$ cat config.mk
export PLATFORM = sky130hd
export DESIGN_NAME = tv80_reg_snap
export DESIGN_NICKNAME = d
export VERILOG_FILES = /design/src/rtl/tv80_snap_defs.sv /design/src/rtl/tv80_reg_snap.sv
export SDC_FILE = /design/constraint.sdc
export NUM_CORES = 1
export LEC_CHECK = 0
export ABC_AREA = 1
export CORE_MARGIN = 3
export CORE_UTILIZATION = 25
export DETAILED_ROUTE_END_ITERATION = 8
export SLEW_MARGIN = 30
export SYNTH_ARGS = -nofsm -noshare
export SYNTH_HDL_FRONTEND = slang
export SYNTH_SLANG_ARGS = --single-unit
$ cat constraint.sdc
create_clock -name clk -period 1.3 [get_ports clk]
set_clock_uncertainty 0.05 [all_clocks]
set_input_delay 0.195 -clock clk [delete_from_list [all_inputs] [get_ports clk]]
set_output_delay 0.195 -clock clk [all_outputs]
set_load 0.005 [all_outputs]
$ cat src/rtl/tv80_snap_defs.sv
// Shared definitions for the register-file snapshot engine and the savestate controller.
// Holds the state encoding, the default register count and the stream byte count.
package tv80_snap_defs;

    typedef enum logic [2:0] {
        IDLE    = 3'd0,
        SAVE_RD = 3'd1,
        SAVE_H  = 3'd2,
        SAVE_L  = 3'd3,
        LOAD_H  = 3'd4,
        LOAD_L  = 3'd5,
        LOAD_WR = 3'd6,
        DONE    = 3'd7
    } snap_state_t;

    localparam int unsigned SNAP_NREGS = 8;
    localparam int unsigned SNAP_BYTES = 2 * SNAP_NREGS;

endpackage

$ cat src/rtl/tv80_reg_snap.sv
// Dumps the TV80 register file to a byte stream and restores it from one,
// high byte then low byte per entry, entry 0 first.
module tv80_reg_snap
    import tv80_snap_defs::*;
#(
    parameter int unsigned NREGS = SNAP_NREGS
) (
    input  logic       clk,
    input  logic       reset_n,
    input  logic       start_save,
    input  logic       start_load,
    output logic       busy,
    output logic       done,
    output logic       rf_sel,
    output logic [2:0] rf_addr,
    input  logic [7:0] rf_doh,
    input  logic [7:0] rf_dol,
    output logic [7:0] rf_dih,
    output logic [7:0] rf_dil,
    output logic       rf_we,
    output logic [7:0] so_data,
    output logic       so_valid,
    input  logic       so_ready,
    input  logic [7:0] si_data,
    input  logic       si_valid,
    output logic       si_ready
);

    snap_state_t state, state_nx;
    logic [2:0]  idx, idx_nx;
    logic [7:0]  hold_h, hold_h_nx;
    logic [7:0]  hold_l, hold_l_nx;
    logic        last;

    assign last = (idx == 3'(NREGS - 1));

    always_ff @(posedge clk) begin
        if (!reset_n) begin
            state  <= IDLE;
            idx    <= '0;
            hold_h <= '0;
            hold_l <= '0;
        end else begin
            state  <= state_nx;
            idx    <= idx_nx;
            hold_h <= hold_h_nx;
            hold_l <= hold_l_nx;
        end
    end

    always_comb begin
        state_nx  = state;
        idx_nx    = idx;
        hold_h_nx = hold_h;
        hold_l_nx = hold_l;
        case (state)
            IDLE: begin
                // save takes priority when both starts arrive together
                if (start_save) begin
                    state_nx = SAVE_RD;
                    idx_nx   = '0;
                end else if (start_load) begin
                    state_nx = LOAD_H;
                    idx_nx   = '0;
                end
            end
            SAVE_RD: begin
                hold_h_nx = rf_doh;
                hold_l_nx = rf_dol;
                state_nx  = SAVE_H;
            end
            SAVE_H: begin
                if (so_ready) state_nx = SAVE_L;
            end
            SAVE_L: begin
                if (so_ready) begin
                    if (last) begin
                        state_nx = DONE;
                    end else begin
                        idx_nx   = idx + 3'd1;
                        state_nx = SAVE_RD;
                    end
                end
            end
            LOAD_H: begin
                if (si_valid) begin
                    hold_h_nx = si_data;
                    state_nx  = LOAD_L;
                end
            end
            LOAD_L: begin
                if (si_valid) begin
                    hold_l_nx = si_data;
                    state_nx  = LOAD_WR;
                end
            end
            LOAD_WR: begin
                if (last) begin
                    state_nx = DONE;
                end else begin
                    idx_nx   = idx + 3'd1;
                    state_nx = LOAD_H;
                end
            end
            DONE: begin
                state_nx = IDLE;
            end
            default: begin
                state_nx = IDLE;
            end
        endcase
    end

    // Outputs decode straight from registered state so reset clears them on the same edge.
    assign busy     = (state != IDLE);
    assign rf_sel   = busy;
    assign rf_addr  = rf_sel ? idx : '0;
    assign done     = (state == DONE);
    assign rf_we    = (state == LOAD_WR);
    assign rf_dih   = hold_h;
    assign rf_dil   = hold_l;
    assign so_valid = (state == SAVE_H) || (state == SAVE_L);
    assign so_data  = (state == SAVE_H) ? hold_h :
                      (state == SAVE_L) ? hold_l : '0;
    assign si_ready = (state == LOAD_H) || (state == LOAD_L);

endmodule

## Word level (Yosys, flattened, before mapping)

Cells that the tools add are included.

- Input bits: 30
- Bits in registers: 22
- Output and inout port bits: 33
- Logic and storage cells: 49

- Reduce and logical (&&, ||, !) cells: 11
- Add/subtract/negate cells: 1
- Multiplexer cells: 20
- Equal/unequal tests: 13

Operators by type and width:

| kind | count |
|---|---|
| two-way mux 3 bit | 12 |
| case mux 8 bit (2 select lines) | 2 |
| two-way mux 8 bit | 3 |
| case mux 3 bit (8 select lines) | 1 |
| equality test 3 bit (second input constant) | 5 |
| case mux 3 bit (3 select lines) | 1 |
| inequality test 2 bit (second input constant) | 4 |
| equality test 3 x 2 -> 1 bit (second input constant) | 2 |
| nonzero test 3 bit | 2 |
| AND reduction 5 bit | 1 |
| AND reduction 2 bit | 2 |
| nonzero test 2 bit | 2 |
| adder 3 x 1 -> 3 bit (second input constant) | 1 |
| equality test 3 x 1 -> 1 bit (second input constant) | 1 |
| logical NOT 3 bit | 1 |
| inequality test 3 bit (second input constant) | 1 |
| AND reduction 3 bit | 1 |
| logical OR 1 bit | 2 |
| two-way mux 2 bit | 1 |

## Depth between registers and ports, before layout

- Word-level depth: 4
- Depth in mapped cells: 10
- Depth with buffers taken out: 9

## Worst setup path before layout

OpenSTA, ideal clock, no wires.

- Kind: register -> register
- From: register state[1]
- To: register hold_h[0] (netlist: rf_dih[0])
- Required time: 1.134 ns
- Stages on the path, launching flop included: 9
- Clock period less this slack: 1.212 ns
- Setup time: 0.116 ns
- Slack: 0.088 ns
- Arrival: 1.047 ns
- Cells stage by stage: dfxtp_1 inv_2 nand2_2 a21oi_4 nand2_2 nand2_4 inv_2 nor2_1 nor2_1

- Longest elaborated chain between the ends: 3
- Elaborated cells between the ends (all ways): 6
- Those cells by class: eq/ne (3); mux (1); reduce/logical (2)

Ends and longest elaborated chain:

| what | line | RTL |
|---|---|---|
| start: declaration | tv80_reg_snap.sv:29 | `snap_state_t state, state_nx;` |
| start signal: assignment | tv80_reg_snap.sv:44 | `state <= state_nx;` |
| equality test 3 bit / equality test 3 x 1 -> 1 bit (equally long branches) | tv80_reg_snap.sv:56 | `case (state)` |
| inequality test 2 bit (no line) / nonzero test 2 bit (equally long branches) | n/a |  |
| AND reduction 2 bit (no line) | n/a |  |
| end signal: assignment | tv80_reg_snap.sv:46 | `hold_h <= hold_h_nx;` |
| end: declaration | tv80_reg_snap.sv:31 | `logic [7:0] hold_h, hold_h_nx;` |

Parallel ways exist; a longest one is shown, timed or not.
A chain may end at the register's enable or synchronous reset.

## Final worst setup path

- From: register state[0]
- To: output si_ready

- Longest elaborated chain between the ends: 2
- Elaborated cells between the ends (all ways): 3
- Those cells by class: eq/ne (2); reduce/logical (1)

Ends and longest elaborated chain:

| what | line | RTL |
|---|---|---|
| equality test 3 bit | tv80_reg_snap.sv:125 | `assign si_ready = (state == LOAD_H) \|\| (state == LOAD_L);` |
| logical OR 1 bit (*) | tv80_reg_snap.sv:125 |  |
| end: declaration | tv80_reg_snap.sv:26 | `output logic si_ready` |

Mark *: on every way between the ends. The rest lies on a longest branch, timed or not.

==> results_dict.tcl <==
set metrics [dict create \
    dieWidth_um 80.4 \
    worst_setup_path_start_kind "flip-flop" \
    crit_fanout 4 \
    worstSetupPathType "reg -> out" \
    synth-adder-area-share 0.0181 \
    critical_path.most_common_cell "buf_6" \
    avgSynthCellArea_um2 6.43 \
    viasPerCell 4.60 \
    muxShareOfSynthArea 0 \
    rsz0062_at_grt "true" \
    grt_antenna_before_repair 0 \
    grt_first_pass_wirelength_mm 8.92 \
    end_kind "primary output" \
    final-max-slew-violation-count 0 \
    clock-root-buffer "clkbuf_8" \
    routed_wl_mm 5.44 \
    grt_max_degree 17 \
    finalHoldViolCount 0 \
    drtPass1Iterations 5 \
    synth_xor_xnor_area_share 0 \
    dp_slack_ps -434 \
    rows 26 \
    fill_cells 494 \
    synth-seq-cells 22 \
    pin_count 63 \
    power_density_nw_per_um2 2150 \
    top_layer "met4" \
    drtIter0Drc 62 \
    syn_nets 247 \
    fp.dieH_um 80.4 \
    final.min_clock_period_ps 1500 \
    status "finished, violations left" \
    violations "negative setup slack" \
    nets 369 \
    syn-cell-area_um2 1380 \
    path_cells "buf_6 > nor2_4 > buf_6 > nand2_2 > o21ai_1 > buf_2" \
    wl_met2_mm 2.79 \
    wl_met3_um 374 \
    clkSinkCount 22 \
    drc 0 \
    setup_ws_ps -197 \
    post-dp-hpwl_mm 3.80 \
    die_area_um2 6460 \
    core_area_um2 5240 \
    worst_pin_slew_ps 217 \
    diodes 0 \
    clockBufferDepth 2 \
    grt_pass1_vias 1974 \
    cp.required_ps 1050 \
    worst_ir_drop_vdd_v 0.000795 \
    vias 1866 \
    ant_nets 0 \
    initial_core_util 0.264 \
    cts_tree "built" \
    slew-limit-headroom 0.855 \
    yosys_warnings 0 \
    syn_inst 215 \
    arrival_ps 1250 \
    synthSimpleGateAreaFrac 0.363 \
    worstHoldPathType "reg -> reg" \
    period_share 1.15 \
    port_buffers 62 \
    clk_pin_slew_ps 80 \
    fmax_mhz 668 \
    worst_skew_pair.late_latency_ps 260 \
    finalWeightedCongestion 0.858 \
    yosysSeqAreaShare 0.319 \
    synth_compound_gate_area_share 0.178 \
    synth.distinct_cells 23 \
    drive_above_1_share 0.482 \
    grtUsageTotal 0.177 \
    syn_to_final_growth_pct 104 \
    leakage_uw 0.00142 \
    postLayoutCoreUtil 0.540 \
    setup_viol 39 \
    hold_buffers 0 \
    grt_overflow 0 \
    maxCapViolCount 0 \
    synth_top_family_by_area "simple AND/OR/NAND/NOR gates" \
    wl_met1_mm 2.25 \
    crit_slowest_cell "dfxtp_4" \
    numCtsBuffers 3 \
    slowest_delay_ps 370 \
    wl_per_cell_um 13.4 \
    htreeDepth 1 \
]
## cells in the final DEF, fill, tap and decap left out
cell type        synthesis  layout
nand2_2                  7      15
buf_6                    3      23
nor2_4                   1       5
nand2_4                  2       5
o21ai_2                  0       6
bufinv_16                0       1
o21ai_1                  0      16
inv_1                   23      20
buf_4                    2      40
nand3_2                  2       1
nor2_2                   4      13
clkbuf_8                 0       3
inv_4                    1       3
buf_2                    1      14
o22ai_1                  8       7
o22ai_2                  0       1
nand4_1                  3       3
buf_12                   0       2
a21oi_4                  1       1
nor3_1                   1       1
dfxtp_1                 22       4
nand3_1                 14      10
nand3_4                  0       5
inv_8                    0       1
nor2_1                  33      20
dfxtp_2                  0      14
clkdlybuf4s50_1          0      29
dfxtp_4                  0       4
nand2_1                 43      32
dlygate4sd2_1            0      17
o21ai_4                  0       1
o21ai_0                 27       4
ha_1                     2       2
inv_2                    4       4
a21oi_1                  9       9
## area by class of cell
cell class	instances	area (um2)	share of cell area
Clock buffer	3	41.3	0.0146
Clock inverter	1	30.0	0.0106
Inverter	28	120	0.0425
Multi-Input combinational cell	157	966	0.342
Sequential cell	22	473	0.167
Tap cell	70	87.6	0.0310
Timing Repair Buffer	125	1110	0.392
## synthesized netlist by cell type (all sizes together)
cell type / count / area [um2]
nand2: 52 / 228
buf: 6 / 53.8
nand3: 16 / 90.1
nor3: 1 / 5.00
dfxtp: 22 / 440
o22ai: 8 / 50.1
nor2: 38 / 160
ha: 2 / 25.0
clkbuf: 2 / 7.51
nand4: 3 / 18.8
a21oi: 10 / 61.3
inv: 28 / 108
o21ai: 27 / 135
## worst max-delay path: cells and delay by family (launching register included)
family,cells,cell delay [ps]
buf+inv,3,380
flops,1,370
simple gates,2,170
compound gates,1,70
## metal layers
| layer | up-vias | global-route usage |
|---|---|---|
| li1 | 940 | - |
| met1 | 859 | 0.197 |
| met2 | 63 | 0.325 |
| met3 | 4 | 0.0448 |
| met4 | 0 | 0.0591 |
| met5 | - | 0 |
## cells by family after synthesis
family / after synthesis
buffers and inverters: 36
adder cells (fa/ha/maj): 2
AND/OR/NAND/NOR: 110
flip-flops: 22
AO/OA/AOI/OAI: 45
## metrics by stage
stage / std cells / cell area (um2) / hold WS, ps / total power [uW] / setup TNS [ps]
after floorplan: 215 / 1380 / 283 / 2620 / 0
after CTS: 403 / 2730 / 486 / 5810 / -4370
after global placement: 377 / 2330 / 482 / 4320 / -8950
after detailed placement: 377 / 2330 / 487 / 4350 / -9580
after global routing: 406 / 2830 / 525 / 6550 / -7780
final: 406 / 2830 / 504 / 6080 / -5020
## registers in the layout, indices dropped and copies added (netlist names)
name	cells
idx	3
rf_dih	8
state	3
rf_dil	8
## worst paths after layout
kind	from	endpoint	slack, ps	cells after the start
min reg2reg	idx[2]	idx[2]	500	4
max	state[0]	si_ready	-200	6
min	idx[2]	idx[2]	500	4
max reg2reg	state[1]	rf_dih[2]	-160	10
## timing repair
item,in CTS,in global routing
pin swaps,12,13
setup endpoints to repair,55,39
setup buffers,24,3
resized for setup,183,25
## power breakdown
group | switching, uW | internal, uW
clock network | 223 | 411
logic | 2020 | 2160
registers | 222 | 1040
total | 2470 | 3610
Power figures use the tool's default switching activity.
